$ cat config.mk
export PLATFORM = sky130hd
export DESIGN_NAME = cache_ctrl
export DESIGN_NICKNAME = d
export VERILOG_FILES = /design/src/rtl/cache_ctrl.sv
export SDC_FILE = /design/constraint.sdc
export NUM_CORES = 1
export LEC_CHECK = 0
export BUFFER_PORTS_ARGS = -buffer_cell sky130_fd_sc_hd__buf_2
export CAP_MARGIN = 20
export CELL_PAD_IN_SITES_DETAIL_PLACEMENT = 1
export CELL_PAD_IN_SITES_GLOBAL_PLACEMENT = 1
export CORE_UTILIZATION = 38
export DETAILED_ROUTE_END_ITERATION = 6
export PLACE_DENSITY_LB_ADDON = 0.1
export SKIP_CTS_REPAIR_TIMING = 1
export SYNTH_ARGS = -nofsm -noshare
export SYNTH_HDL_FRONTEND = slang
export SYNTH_SLANG_ARGS = --single-unit
$ cat constraint.sdc
create_clock -name clk -period 2.5 [get_ports clk]
set_clock_uncertainty 0.15 [all_clocks]
set_input_delay 0.375 -clock clk [delete_from_list [all_inputs] [get_ports clk]]
set_output_delay 0.375 -clock clk [all_outputs]
set_load 0.01 [all_outputs]
$ cat src/rtl/cache_ctrl.sv
// Sequencing controller for a 2-way write-back cache: probe, victim write-back, refill,
// one update strobe per request, CPU completion pulse, memory watchdog and saturating stats.
module cache_ctrl #(
   parameter int unsigned TIMEOUT = 15,
   parameter int unsigned CNT_W   = 8
) (
   input  logic             clk,
   input  logic             reset,
   input  logic             cpu_req,
   input  logic             cpu_rwb,
   input  logic [5:0]       cpu_adr,
   input  logic [7:0]       cpu_wdata,
   output logic             cpu_ready,
   output logic             cpu_err,
   output logic [7:0]       cpu_rdata,
   output logic [5:0]       cache_adr,
   output logic             cache_rwb,
   output logic [7:0]       cache_wdata,
   output logic [7:0]       cache_fill,
   output logic             cache_update,
   input  logic             cache_hit,
   input  logic [7:0]       cache_rdata,
   input  logic             cache_vdirty,
   input  logic [5:0]       cache_vadr,
   input  logic [7:0]       cache_vdata,
   output logic             mem_req,
   output logic             mem_we,
   output logic [5:0]       mem_adr,
   output logic [7:0]       mem_wdata,
   input  logic [7:0]       mem_rdata,
   input  logic             mem_ack,
   output logic [CNT_W-1:0] hit_cnt,
   output logic [CNT_W-1:0] miss_cnt,
   output logic [CNT_W-1:0] wb_cnt
);

   typedef enum logic [2:0] {
      StIdle, StLookup, StWback, StFill, StUpdate, StDone, StErr
   } state_e;

   localparam logic [7:0]       WdLast = 8'(TIMEOUT - 1);
   localparam logic [CNT_W-1:0] CntMax = '1;

   state_e           state_q, state_d;
   logic             rwb_q;
   logic [5:0]       adr_q, vadr_q;
   logic [7:0]       wdata_q, vdata_q, fill_q, result_q;
   logic [7:0]       wd_q;
   logic [CNT_W-1:0] hit_q, miss_q, wb_q;

   assign cache_adr   = adr_q;
   assign cache_rwb   = rwb_q;
   assign cache_wdata = wdata_q;
   assign cache_fill  = fill_q;
   assign hit_cnt     = hit_q;
   assign miss_cnt    = miss_q;
   assign wb_cnt      = wb_q;

   always_comb begin
      state_d      = state_q;
      cache_update = 1'b0;
      cpu_ready    = 1'b0;
      cpu_err      = 1'b0;
      cpu_rdata    = '0;
      mem_req      = 1'b0;
      mem_we       = 1'b0;
      mem_adr      = '0;
      mem_wdata    = '0;
      unique case (state_q)
         StIdle: begin
            if (cpu_req) state_d = StLookup;
         end
         StLookup: begin
            if (cache_hit) begin
               cache_update = 1'b1;
               state_d      = StDone;
            end else if (cache_vdirty) begin
               state_d = StWback;
            end else begin
               state_d = rwb_q ? StFill : StUpdate;
            end
         end
         StWback: begin
            mem_req   = 1'b1;
            mem_we    = 1'b1;
            mem_adr   = vadr_q;
            mem_wdata = vdata_q;
            // An ack on the final watchdog cycle still completes normally.
            if (mem_ack)             state_d = rwb_q ? StFill : StUpdate;
            else if (wd_q == WdLast) state_d = StErr;
         end
         StFill: begin
            mem_req = 1'b1;
            mem_adr = adr_q;
            if (mem_ack)             state_d = StUpdate;
            else if (wd_q == WdLast) state_d = StErr;
         end
         StUpdate: begin
            cache_update = 1'b1;
            state_d      = StDone;
         end
         StDone: begin
            cpu_ready = 1'b1;
            cpu_rdata = rwb_q ? result_q : '0;
            state_d   = StIdle;
         end
         StErr: begin
            cpu_ready = 1'b1;
            cpu_err   = 1'b1;
            state_d   = StIdle;
         end
         default: state_d = StIdle;
      endcase
   end

   always_ff @(posedge clk or negedge reset) begin
      if (!reset) begin
         state_q  <= StIdle;
         rwb_q    <= 1'b0;
         adr_q    <= '0;
         wdata_q  <= '0;
         vadr_q   <= '0;
         vdata_q  <= '0;
         fill_q   <= '0;
         result_q <= '0;
         wd_q     <= '0;
         hit_q    <= '0;
         miss_q   <= '0;
         wb_q     <= '0;
      end else begin
         state_q <= state_d;
         // Watchdog restarts on every state change, including WBACK -> FILL.
         if (state_d != state_q) wd_q <= '0;
         else if (mem_req)       wd_q <= wd_q + 8'd1;

         if (state_q == StIdle && cpu_req) begin
            rwb_q    <= cpu_rwb;
            adr_q    <= cpu_adr;
            wdata_q  <= cpu_wdata;
            fill_q   <= '0;
            result_q <= '0;
         end
         if (state_q == StLookup) begin
            if (cache_hit) begin
               result_q <= cache_rdata;
               if (hit_q != CntMax) hit_q <= hit_q + 1'b1;
            end else begin
               vadr_q  <= cache_vadr;
               vdata_q <= cache_vdata;
               if (miss_q != CntMax) miss_q <= miss_q + 1'b1;
            end
         end
         if (state_q == StWback && mem_ack && wb_q != CntMax) wb_q <= wb_q + 1'b1;
         if (state_q == StFill && mem_ack) fill_q <= mem_rdata;
         if (state_q == StUpdate && rwb_q) result_q <= fill_q;
      end
   end

endmodule

==> run_results.csv, run 1 <==
group,metric,value,unit
critical_path,crit_fanout,17,
sta,fin_crit_sh,0.935,
cts,worst_skew_pair_latency,350,ps
layout,final_nets,522,
route,number_of_detailed_routing_iterations_run_before_antenna_repair,4,
yosys,syn_nets,392,
cts,cts.path.max_buffers,2,
cts,cts_sinks,80,
yosys,synth_area_leaders,"dfrtp_1 53%, mux2_2 9.6%, xor2_1 5.6%",
yosys,netlist_area,0.00375,mm2
sta,final_report_max_slew_violation_count,0,
critical_path,worst-r2r-cell-count,4,
layout,insertedDiodeCount,0,
route,routed_via_density,5.02,
sta,finalSetupViolations,0,
yosys,netlist.area_leader.share,0.534,
die,design.core.area,0.00942,mm2
route,drc,0,
critical_path,setup.worst_path.start,"state_q[1]",
die,num_rows,35,
critical_path,setup.worst_path.start_class,"flip-flop",
yosys,synth.lib_cells_used.distinct,43,
yosys,synthCells,336,
global_routing,number_of_antenna_violations_at_the_first_check_in_global_routing,1,
cts,cts_clock_pin_slew_for_the_worst_setup_and_hold_paths,80,ps
cts,cts_made_buffers,9,
critical_path,end_kind,"output port",
hold_path,timing.hold.worst.class,"primary input to flip-flop",
route,total_wire_length,9.39,mm
yosys,post-synth-top-count-cell,"dfrtp_1",
yosys,syn-mean-instance-area,11.2,um2
global_routing,grt_first_pass_wirelength,15.6,mm
critical_path,critPathRequiredTime,1980,ps
yosys,sequential_cell_area_fraction_in_the_yosys_report,0.534,
yosys,yosys-top-cells-count,"80 x dfrtp_1, 35 x nor2_1, 32 x mux2_2, 29 x nand2_1, 24 x xor2_1",
critical_path,crit_end,"mem_wdata[3]",
global_routing,global_route.usage.met3,0.0559,
flow_run,timing.max_cap.violations,0,
route,drt_iter0_drc,67,
die,dieWidth,101,um
cts,clock_tree.root_cell,"clkbuf_8",
run_status,status,"finished clean",
global_routing,gr-usage-all-layers,0.198,
global_routing,gr-max-usage-layer,"met2",
route,final_antenna_net_count,0,
critical_path,rr_startpoint,"state_q[1]",
pwr,peakVddDrop,530,uV
yosys,synth_enable_flop_cells,0,
cts,tritoncts_clock_tree,"yes",
yosys,ys_dominant_reg_cell,"dfrtp_1",
sta,finalHoldViolCount,0,
sta,final_setup_tns,0,ps
yosys,synth.largest_area_cell,"dfrtp_1",
critical_path,crit-reg2reg-capture,"result_q[0]",
sta,worst-slew-pin-transition,581,ps
critical_path,worstSetupPathType,"flip-flop to output port",
pwr,power.density,1040,mW/mm2
die,die_span_y,101,um
placement,gp_routability_congestion,0.794,
placement,port-buffer-count,124,
pwr,p_leak,2.39,nW
sta,post-route-min-period,2340,ps
pwr,total_power,4.89,mW
yosys,asyncSetResetFlopFracSynth,1.00,
die,initial_core_util,0.398,
yosys,yosysWarnings,0,
route,routed-via-count,3010,
layout,layout-area-overhead-vs-synth,25.8,%
cts,clock_tree.htree_level_count,3,
route,wire_per_inst,15.6,um
yosys,yosys_register_bits,80,
sta,rsz_0062_raised_after_global_routing,"no",
sta,clock.fmax,428,MHz
global_routing,grtUsageMet2,0.324,
critical_path,reg2reg_slack,330,ps
global_routing,grt_max_degree,48,
die,io_pins,125,
global_routing,groute.layer.met1.usage,0.249,
sta,slew-limit-headroom,0.609,
global_routing,grt_pass1_vias,3140,
layout,final_layout_size_suffix_gt1_frac,0.399,
critical_path,worst-endpoint-arrival,1810,ps
die,die-area,0.0103,mm2
placement,dp.final_hpwl,6.89,mm
global_routing,grt_overflow_total,0,
layout,fill_cells,1102,
==> final cells by class <==
class | instances | area (um2) | share of cell area
flip-flops and latches | 80 | 2000 | 0.425
multi-input cells | 237 | 1650 | 0.351
repair buffers | 133 | 706 | 0.150
well taps | 129 | 161 | 0.0342
clock buffers | 10 | 138 | 0.0292
clock inverters | 6 | 35.0 | 0.00743
inverters | 5 | 18.8 | 0.00398
==> worst max-delay path, stage by stage, from the launching register on <==
cell and delay, ps:
dfrtp_1 710, nor3b_1 250, buf_4 200, and2_1 160, buf_2 130
==> worst min-delay path by stage <==
stage / endpoint / depth (start not counted) / start
2_1_floorplan: cache_adr[0] / 0 / reset
3_3_place_gp: wb_cnt[5] / 1 / reset
3_5_place_dp: wb_cnt[5] / 1 / reset
4_1_cts: wb_cnt[5] / 1 / reset
5_1_grt: cache_wdata[1] / 2 / cpu_wdata[1]
6_report: cache_fill[1] / 3 / mem_rdata[1]
==> layout by cell type, fill, tap and decap left out, types with 2 or more instances in the layout <==
| cell type | count |
|---|---|
| and2_1 | 18 |
| ha_1 | 5 |
| nor2_1 | 35 |
| o211ai_1 | 2 |
| nand4_1 | 6 |
| nor3_1 | 4 |
| clkinv_2 | 4 |
| nor2b_1 | 4 |
| clkbuf_8 | 10 |
| o21ai_0 | 9 |
| mux2i_1 | 6 |
| xor2_1 | 24 |
| nor3_2 | 3 |
| nor4b_4 | 2 |
| dfrtp_1 | 80 |
| and3_1 | 3 |
| xnor2_1 | 4 |
| mux2_2 | 32 |
| o21ai_2 | 2 |
| a21oi_1 | 12 |
| clkinvlp_4 | 2 |
| nand3_1 | 12 |
| inv_1 | 4 |
| buf_2 | 123 |
| o22ai_1 | 2 |
| nand2_1 | 29 |
| a22oi_1 | 8 |
| buf_4 | 8 |
==> flip-flops by register name, summed over array words and instances (netlist names), 8 cells and up <==
signal	flops
cache_wdata	8
vdata_q	8
miss_cnt	8
wb_cnt	8
result_q	8
wd_q	8
cache_fill	8
hit_cnt	8
==> cells by family (layout without fill, tap and decap cells) <==
logic type,count (synthesis),count (layout),share of synthesized area
simple gates,124,124,0.176
flops,80,80,0.534
compound gates,42,42,0.0711
mux,38,38,0.112
xor+xnor,28,28,0.0654
buf+inv,19,154,0.0247
fa+ha+maj,5,5,0.0167
==> per-stage QoR <==
step                area [um2]  hold slack, ps  utilization  setup slack (ps)  std cells
floorplan                 3750           -70.6            -               670        336
global placement          4530             213        0.481               512        583
detailed placement        4530             208        0.481               338        583
CTS                       4700            -180        0.500               132        599
global route              4710            83.1        0.501              36.2        600
finish                    4710            71.8        0.501               164        600
==> where the power goes <==
| group | total (mW) | internal [mW] | switching [mW] |
|---|---|---|---|
| logic | 1.82 | 0.904 | 0.913 |
| registers | 2.21 | 1.77 | 0.438 |
| clock network | 0.867 | 0.381 | 0.487 |
==> routing by layer <==
metal  vias up  wire length [um]
met4         2               150
met3        14               538
met2        81              4580
li1       1419                 -
met5         -                17
met1      1494              4100
No activity file was read; power rests on OpenSTA's default activity.
==> run 2: changes to the inputs <==
--- a/config.mk
+++ b/config.mk
@@ -11,7 +11,7 @@
 export CELL_PAD_IN_SITES_GLOBAL_PLACEMENT = 1
 export CORE_UTILIZATION = 38
 export DETAILED_ROUTE_END_ITERATION = 6
-export PLACE_DENSITY_LB_ADDON = 0.1
+export PLACE_DENSITY = 0.77
 export SKIP_CTS_REPAIR_TIMING = 1
 export SYNTH_ARGS = -nofsm -noshare
 export SYNTH_HDL_FRONTEND = slang
==> constraint.sdc (replaced) <==
create_clock -name clk -period 2.67 [get_ports clk]
set_clock_uncertainty 0.15 [all_clocks]
set_input_delay 0.4005 -clock clk [delete_from_list [all_inputs] [get_ports clk]]
set_output_delay 0.4005 -clock clk [all_outputs]
set_load 0.01 [all_outputs]
==> run 2 against run 1 <==
Effect of this change:
- via count is 0.20% lower
- die area stayed put
- sequential share of layout area is 0.26 points lower
- first-iteration DRC count is 72% higher
- total power is 2.3% lower
- clock-buffer cell count is 3 higher
- routed wire length is 4.2% higher
==> run_results.csv, run 2 (synthesis gave the netlist of run 1 again) <==
group,metric,value,unit
critical_path,crit_fanout,17,
route,number_of_detailed_routing_iterations_run_before_antenna_repair,4,
die,die-area,0.0103,mm2
cts,cts.path.max_buffers,2,
route,wl_met3,598,um
route,total_wire_length,9.78,mm
cts,clock_tree.htree_level_count,3,
placement,dp_slack,541,ps
critical_path,end_kind,"output port",
run_status,status,"finished clean",
sta,rsz_0062_raised_after_global_routing,"no",
global_routing,grt_max_degree,43,
sta,hold_slack,95.5,ps
die,dieWidth,101,um
sta,fin_crit_sh,0.900,
layout,mostFrequentLayoutCell,"buf_2",
route,wire_per_inst,16.4,um
layout,insertedDiodeCount,0,
cts,cts_sinks,80,
layout,layout-area-overhead-vs-synth,26.5,%
layout,layout_common_cells,"123 x buf_2, 80 x dfrtp_1, 35 x nor2_1",
global_routing,grt_overflow_total,0,
cts,cts_clock_pin_slew_for_the_worst_setup_and_hold_paths,80,ps
die,num_rows,35,
cts,worst_skew_pair_latency,350,ps
global_routing,number_of_antenna_violations_at_the_first_check_in_global_routing,0,
pwr,p_leak,2.40,nW
sta,finalHoldViolCount,0,
sta,worst_slack,268,ps
pwr,power.density,1010,mW/mm2
placement,dp.final_hpwl,7.25,mm
route,routed-via-count,3004,
global_routing,grt_first_pass_wirelength,15.8,mm
global_routing,grt_pass1_vias,3108,
critical_path,worst-endpoint-arrival,1850,ps
pwr,peakVddDrop,474,uV
critical_path,critPathRequiredTime,2120,ps
sta,clock.fmax,416,MHz
placement,gp_routability_congestion,0.780,
route,final_antenna_net_count,0,
flow_run,timing.max_cap.violations,0,
placement,post_dp_cell_area,0.00452,mm2
sta,worst-slew-pin-transition,629,ps
sta,final_report_max_slew_violation_count,0,
route,drt_iter0_drc,115,
layout,final_nets,520,
sta,slew-limit-headroom,0.581,
cts,tritoncts_clock_tree,"yes",
sta,post-route-min-period,2400,ps
sta,final_setup_tns,0,ps
layout,area_of_the_multi_input_gates,0.00166,mm2
route,highest_routed_metal_layer,"met4",
sta,finalSetupViolations,0,
layout,final-instance-count-excl-fill,598,
critical_path,worstSetupPathType,"flip-flop to output port",
global_routing,gr-usage-all-layers,0.203,
die,die_span_y,101,um
critical_path,setup.worst_path.start_class,"flip-flop",
cts,clock_tree.root_cell,"clkbuf_8",
placement,port-buffer-count,124,
die,initial_core_util,0.398,
layout,final_cell_area,0.00474,mm2
placement,number_of_instances_in_the_placed_design,581,
layout,final_layout_size_suffix_gt1_frac,0.392,
die,design.core.area,0.00942,mm2
route,met2RoutedLength,4.85,mm
route,length_of_routed_wiring_on_met1,4.14,mm
route,drc,0,
layout,fill_cells,1081,
cts,cts_made_buffers,9,
route,routed_via_density,5.02,
die,io_pins,125,
hold_path,timing.hold.worst.class,"primary input to flip-flop",
layout,layout.area.seq,0.00200,mm2
[run 2: cell types whose count changed in the layout (fill, tap and decap cells not counted), sizes merged]
| cell | previous run | this run |
|---|---|---|
| bufinv | 0 | 2 |
| buf | 132 | 130 |
| clkbuf | 10 | 13 |
| clkinv | 5 | 2 |
| clkinvlp | 2 | 0 |
[run 2: stage by stage]
step	total power, mW	utilization
final	4.78	0.504
after global routing	5.11	0.504
after CTS	4.84	0.502
after detailed placement	3.83	0.480
after global placement	3.72	0.480
after floorplan	3.13	-
[run 2: power by group]
part / internal [mW] / switching, mW
clock: 0.553 / 0.448
sequential: 1.66 / 0.420
combinational: 0.838 / 0.862
total: 3.05 / 1.73
[run 2: path summary, 6_finish.rpt]
kind                                    from             end  slack [ps]  cells after the start
worst max-delay path              state_q[1]    mem_wdata[7]         270                      4
worst max register to register    state_q[1]     result_q[5]         540                      4
max in group asynchronous              reset    cache_adr[2]        1310                      3
worst min register to register    vdata_q[6]      vdata_q[6]         350                      1
min in group asynchronous              reset  cache_wdata[0]         420                      2
worst min-delay path            mem_rdata[6]   cache_fill[6]         100                      3
[run 2: layer usage]
metal | up-vias | global-route usage
li1 | 1413 | -
met5 | - | 0
met4 | 0 | 0.0903
met1 | 1497 | 0.256
met2 | 80 | 0.328
met3 | 14 | 0.0538
[run 2: area by class of cell]
cell class,instances,share of cell area
timing repair buffer,131,0.146
clock inverter,3,0.0137
clock buffer,13,0.0314
inverter,5,0.00396
sequential,80,0.422
tap,129,0.0340
multi-input combinational,237,0.349
[run 2: worst max-delay path, cell delays in order, from the launching register on]
cell     delay [ps]
dfrtp_1         750
nor3b_1         260
buf_4           210
and2_1          140
buf_2           130
==> run 3: changes to the inputs <==
--- a/config.mk
+++ b/config.mk
@@ -7,7 +7,7 @@
 export LEC_CHECK = 0
 export BUFFER_PORTS_ARGS = -buffer_cell sky130_fd_sc_hd__buf_2
 export CAP_MARGIN = 20
-export CELL_PAD_IN_SITES_DETAIL_PLACEMENT = 1
+export CELL_PAD_IN_SITES_DETAIL_PLACEMENT = 0
 export CELL_PAD_IN_SITES_GLOBAL_PLACEMENT = 1
 export CORE_UTILIZATION = 38
 export DETAILED_ROUTE_END_ITERATION = 6
==> run 3 against run 2 <==
Effect of this change:
- the flow now finishes with violations (DRC)
- via count fell by 2.3%
- critical path depth did not move
- total power fell by 3.4%
- highest routed layer unchanged
==> run_results.csv, run 3 (synthesis gave the netlist of run 1 again) <==
group,metric,value,unit
placement,gp_routability_congestion,0.780,
critical_path,setup.worst_path.start_class,"flip-flop",
sta,worst-slew-pin-transition,600,ps
run_status,failed_checks,"DRC",
cts,cts_made_buffers,9,
cts,worst_skew_pair_latency,360,ps
route,routed-via-count,2935,
layout,final_nets,520,
die,design.core.area,0.00942,mm2
sta,worst_slack,296,ps
die,dieWidth,101,um
die,num_rows,35,
critical_path,end_kind,"output port",
run_status,status,"finished, violations left",
cts,clock_tree.root_cell,"clkbuf_8",
hold_path,hold_path_startpoint,"mem_rdata[4]",
layout,fill_cells,903,
critical_path,critPathRequiredTime,2120,ps
route,final_antenna_net_count,0,
critical_path,reg2reg_slack,590,ps
sta,rsz_0062_raised_after_global_routing,"no",
global_routing,grt_max_degree,43,
layout,layout_common_cells,"123 x buf_2, 80 x dfrtp_1, 35 x nor2_1",
die,die-area,0.0103,mm2
pwr,peakVddDrop,545,uV
flow_run,timing.max_cap.violations,0,
sta,final_report_max_slew_violation_count,0,
pwr,power.density,978,mW/mm2
critical_path,worst-endpoint-arrival,1820,ps
placement,port-buffer-count,124,
critical_path,worst-r2r-cell-count,4,
die,die_span_y,101,um
die,initial_core_util,0.398,
critical_path,worstSetupPathType,"flip-flop to output port",
hold_path,min_path_cells,3,
placement,dp.final_hpwl,6.34,mm
route,wire_per_inst,14.6,um
cts,tritoncts_clock_tree,"yes",
critical_path,rr_startpoint,"state_q[1]",
sta,final_setup_tns,0,ps
global_routing,grt_overflow_total,0,
global_routing,grt_first_pass_wirelength,13.9,mm
sta,clock.fmax,421,MHz
sta,slew-limit-headroom,0.600,
pwr,p_leak,2.38,nW
critical_path,crit-reg2reg-capture,"result_q[5]",
cts,clock_tree.htree_level_count,3,
route,drt_iter0_drc,115,
global_routing,grt_pass1_vias,2793,
global_routing,gr-usage-all-layers,0.179,
hold_path,holdPathEnd,"cache_fill[4]",
sta,finalSetupViolations,0,
sta,finalHoldViolCount,0,
cts,cts_sinks,80,
route,total_wire_length,8.70,mm
die,io_pins,125,
route,drc,1,
cts,cts_clock_pin_slew_for_the_worst_setup_and_hold_paths,80,ps
layout,final_layout_size_suffix_gt1_frac,0.397,
critical_path,crit_fanout,17,
layout,insertedDiodeCount,0,
route,routed_via_density,4.91,
route,number_of_detailed_routing_iterations_run_before_antenna_repair,7,
placement,dp_slack,543,ps
layout,layout-area-overhead-vs-synth,26.0,%
global_routing,number_of_antenna_violations_at_the_first_check_in_global_routing,0,
cts,cts.path.max_buffers,2,
layout,mostFrequentLayoutCell,"buf_2",
hold_path,timing.hold.worst.class,"primary input to flip-flop",
sta,post-route-min-period,2370,ps
sta,fin_crit_sh,0.889,
run 3: cell type report:
cell class	instances	area [um2]	share of cell area
repair buffers	131	691	0.146
well taps	129	161	0.0342
inverters	5	18.8	0.00397
clock inverters	3	23.8	0.00503
clock buffers	13	169	0.0358
flip-flops and latches	80	2000	0.424
multi-input cells	237	1660	0.351
run 3: layer usage:
layer  vias to the layer above  global-route usage  wire (um)
met5                         -                   0          0
met4                         0              0.0814        178
met3                        13              0.0462        532
met2                        84               0.274       4130
met1                      1422               0.239       3860
li1                       1416                   -          -
run 3: through the flow:
step	hold WS, ps	power (mW)	utilization	instances	area, um2
floorplan	-45.1	3.13	-	336	3750
global placement	284	3.72	0.480	581	4520
detailed placement	287	3.78	0.480	581	4520
CTS	-107	4.67	0.500	597	4710
global route	91.2	4.95	0.502	598	4720
finish	90.6	4.62	0.502	598	4720
run 3: how the worst max path moves through the flow:
stage	slack [ps]	cells after the start	from	end
floorplan	810	4	state_q[2]	mem_wdata[0]
global placement	640	3	state_q[2]	mem_req
detailed placement	540	3	state_q[1]	mem_req
CTS	150	3	state_q[2]	mem_req
global route	130	4	state_q[1]	mem_wdata[1]
finish	300	4	state_q[1]	mem_wdata[5]
run 3: report_power, final:
group / internal [mW] / switching (mW)
clock: 0.418 / 0.460
sequential: 1.66 / 0.413
combinational: 0.837 / 0.832
total: 2.91 / 1.71
run 3: critical path, stage by stage, from the launching register on:
cell	delay, ps
dfrtp_1	730
nor3b_1	270
buf_4	210
and2_1	130
buf_2	130
